--- config.mk ---
export PLATFORM = sky130hd
export DESIGN_NAME = fifo_rd_stream
export DESIGN_NICKNAME = d
export VERILOG_FILES = /design/src/rtl/fifo_rd_stream.sv
export SDC_FILE = /design/constraint.sdc
export NUM_CORES = 1
export LEC_CHECK = 0
export CAP_MARGIN = 0
export CORE_ASPECT_RATIO = 1.75
export CORE_MARGIN = 2
export CORE_UTILIZATION = 53
export CTS_CLUSTER_DIAMETER = 40
export DETAILED_ROUTE_END_ITERATION = 12
export PLACE_DENSITY = 0.85
export SLEW_MARGIN = 20
export SYNTH_ARGS = -nofsm -noshare
export SYNTH_HDL_FRONTEND = slang
export SYNTH_SLANG_ARGS = --single-unit
export TNS_END_PERCENT = 100
--- constraint.sdc ---
create_clock -name clk -period 4.1 [get_ports clk]
set_clock_uncertainty 0.15 [all_clocks]
set_input_delay 0.615 -clock clk [delete_from_list [all_inputs] [get_ports clk]]
set_output_delay 0.615 -clock clk [all_outputs]
set_load 0.1 [all_outputs]
--- src/rtl/fifo_rd_stream.sv ---
// Read stage that drains fifo_flops into a valid/ready stream, with a main + skid buffer.
// Optional WORD_CNT_EN adds out_count, a wrapping count of accepted transfers.
//
// state | meaning
// EMPTY | no word buffered, out_valid low
// ONE   | one word in main
// TWO   | main and skid both hold words, older word in main
module fifo_rd_stream #(
    parameter int bits  = 32,
    parameter int CNT_W = 16
) (
    input  logic             clk,
    input  logic             rst,
    input  logic [bits-1:0]  fifo_Dout,
    input  logic             fifo_pndng,
    output logic             fifo_pop,
    input  logic             flush,
    output logic [bits-1:0]  out_data,
    output logic             out_valid,
    input  logic             out_ready
`ifdef WORD_CNT_EN
    ,
    output logic [CNT_W-1:0] out_count
`endif
);

    typedef enum logic [1:0] {
        EMPTY = 2'd0,
        ONE   = 2'd1,
        TWO   = 2'd2
    } state_t;

    state_t          state;
    state_t          state_nxt;
    logic [bits-1:0] main_q;
    logic [bits-1:0] skid_q;
    logic            acc;
    logic            ld_main_fifo;
    logic            ld_main_skid;
    logic            ld_skid;

    assign out_valid = (state != EMPTY);
    assign out_data  = main_q;
    assign acc       = out_valid & out_ready;

    // Only a full buffer facing a stalled sink has nowhere to put a new word.
    assign fifo_pop  = fifo_pndng & ~rst & ~flush & ~((state == TWO) & ~out_ready);

    always_ff @(posedge clk or posedge rst) begin
        if (rst) begin
            state <= EMPTY;
        end else begin
            state <= state_nxt;
        end
    end

    always_comb begin
        state_nxt    = state;
        ld_main_fifo = 1'b0;
        ld_main_skid = 1'b0;
        ld_skid      = 1'b0;
        if (flush) begin
            state_nxt = EMPTY;
        end else begin
            case (state)
                EMPTY: begin
                    if (fifo_pop) begin
                        state_nxt    = ONE;
                        ld_main_fifo = 1'b1;
                    end
                end
                ONE: begin
                    if (fifo_pop && acc) begin
                        ld_main_fifo = 1'b1;
                    end else if (fifo_pop) begin
                        state_nxt = TWO;
                        ld_skid   = 1'b1;
                    end else if (acc) begin
                        state_nxt = EMPTY;
                    end
                end
                TWO: begin
                    if (acc) begin
                        ld_main_skid = 1'b1;
                        if (fifo_pop) begin
                            ld_skid = 1'b1;
                        end else begin
                            state_nxt = ONE;
                        end
                    end
                end
                default: state_nxt = EMPTY;
            endcase
        end
    end

    always_ff @(posedge clk or posedge rst) begin
        if (rst) begin
            main_q <= '0;
            skid_q <= '0;
        end else begin
            if (ld_main_fifo) begin
                main_q <= fifo_Dout;
            end else if (ld_main_skid) begin
                main_q <= skid_q;
            end
            if (ld_skid) begin
                skid_q <= fifo_Dout;
            end
        end
    end

`ifdef WORD_CNT_EN
    // A handshake in the same cycle as flush still counts; flush never clears the count.
    always_ff @(posedge clk or posedge rst) begin
        if (rst) begin
            out_count <= '0;
        end else if (acc) begin
            out_count <= out_count + CNT_W'(1);
        end
    end
`endif

endmodule

==> metrics <==
Final Hold Viols 0; max-cap violations 0; reg-to-reg slack, setup 1610 ps; Syn Nets 278; Starting Density 54.1%; status complete, no violations; area growth from synthesis to layout 32.7%; Die Wd 60.4 um; most common cell in the netlist dfrtp_1; Yosys top cell by area dfrtp_1; crit-path cells inv_1, ha_1, inv_1, clkdlybuf4s50_1; CP Class reg2out; worst path buffer plus inverter count 3; ant diodes 0; Skew-Pair Late Insertion Delay 330 ps; setup TNS 0 ps; CP most frequent cell inv_1; largest net degree at the start of global routing 39; RSZ-0062 raised after global routing no; startpoint types flip-flop; GR Util All Layers 20.8%; vias per std cell 5.23; DRC 0; FF-to-FF End out_data[7]$_DFFE_PP0P_; Slew HR 32.5%; core region area 5450 um2; layout cell share with drive strength beyond 1 17.8%; Post-synth top cells 66 x dfrtp_1, 34 x nand2_1, 32 x mux2i_1; Hold Crit Class reg2reg; critical path required time 3340 ps; Final GP Congestion 0.851; setup bufs post-CTS 0; min Tclk post-route 3090 ps; Final Cycle Share 75.3%; syn avg cell area 12.4 um2; # hold bufs at CTS 0; CTS resizes 0; R2R Path Start state[0]$_DFFE_PP0P_; Routed WL 5790 um; CTS Sinks 66; initial drt markers 54; grt total ovfl 0; ANT nets after route 0; Synth top area share 56.0%; final setup fails 0; clock transition at the registers of the reported paths 70 ps; top_reg_cell synth dfrtp_1; Ys Warns 0; Worst path max stage delay 1130 ps; Final Slew Violations 0; sequential-to-total area share from yosys stat 56.0%; CTS H-tree depth 3; CTS tree yes; Setup crit start state[0]$_DFFE_PP0P_; drt wl/cell 14.8 um; first-pass GRT wire length 9430 um; flops & latches, synth 66; Num CTS Buffers 9; drt first pass iters 4; NumNets Final 350; Crit. path cell count 4; Mapped Cells 238; Root Buffer clkbuf_8; critical-path maximum fanout 7; row count 36; via count 2043; CP top delay family buffers and inverters; Cell Area, Synth 2950 um2; IO Count 71; Fmax achieved 324 MHz; Yosys cell types 27; Critical Path Slowest Stage Cell clkdlybuf4s50_1; Max Root-Sink Buffers 2; Post-synth EDFFs 0; initial antenna violation count 0; worst reg2reg path depth 7; actual slew at the worst max-slew pin 1010 ps; Async S/R FF share, synth 100%; Worst EP arrival 2320 ps; largest cells by area after synthesis dfrtp_1 56%, mux2_2 11%, mux2i_1 11%; vias in the first global route 2012; Worst setup endpoint out_valid; post-detail-place hpwl 3980 um; Die Area 6200 um2; die height 103 um; I/O Buffers 70; CP Capture Type output port
==> layer usage <==
metal / GRT usage (%) / up-vias / wire (um)
li1: - / 977 / -
met1: 24.7 / 993 / 2290
met2: 34.9 / 60 / 3180
met3: 4.14 / 13 / 218
met4: 10.9 / 0 / 94
met5: 0 / - / 0
==> through the flow <==
stage | utilization [%] | instances | area (um2) | worst slack, ps | hold WS (ps)
after floorplan | - | 238 | 2950 | 1330 | 314
after global placement | 67.3 | 374 | 3670 | 1030 | 324
final | 71.8 | 391 | 3910 | 1010 | 350
after CTS | 71.3 | 390 | 3890 | 1000 | 349
after detailed placement | 67.3 | 374 | 3670 | 949 | 333
after global routing | 71.8 | 391 | 3910 | 949 | 366
==> how the worst min path moves through the flow <==
stage               cells past startpoint                    from  slack, ps                     end
floorplan                               1   skid_q[1]$_DFFE_PP0P_        310   skid_q[1]$_DFFE_PP0P_
global placement                        1  skid_q[26]$_DFFE_PP0P_        320  skid_q[26]$_DFFE_PP0P_
CTS                                     1  skid_q[26]$_DFFE_PP0P_        350  skid_q[26]$_DFFE_PP0P_
finish                                  1  skid_q[26]$_DFFE_PP0P_        350  skid_q[26]$_DFFE_PP0P_
detailed placement                      1  skid_q[26]$_DFFE_PP0P_        330  skid_q[26]$_DFFE_PP0P_
global route                            1   skid_q[5]$_DFFE_PP0P_        370   skid_q[5]$_DFFE_PP0P_
==> state kept, by name (all words and copies together) (netlist names) <==
register  count
out_data     32
skid_q       32
state         2
==> cell type report <==
cell class	count	area, um2
timing repair buffer	75	756
clock buffer	9	124
fill	395	1540
tap	76	95.1
clock inverter	7	93.8
sequential	66	1650
multi-input combinational	153	1170
inverter	5	18.8
==> logic make-up after synthesis <==
family / Yosys count / synth area share [%]
muxes: 64 / 23.1
DFF: 66 / 56.0
buffers and inverters: 19 / 4.37
adders and majority gates: 3 / 1.27
AOI/OAI and AO/OA: 43 / 9.16
and+or+nand+nor: 43 / 6.15
==> cell usage in the layout, fill, tap and decap left out, types with 3 or more instances in the layout <==
cell	count
dfrtp_1	66
ha_1	3
clkdlybuf4s50_1	69
nand2_1	34
clkbuf_8	9
inv_1	4
o21ai_1	30
mux2_2	29
o21ai_0	3
buf_4	5
mux2i_1	32
mux2_1	3
Power is left out: the tool's default activity adds up to more than one toggle a clock period on the data nets, which glitch-free logic cannot reach.
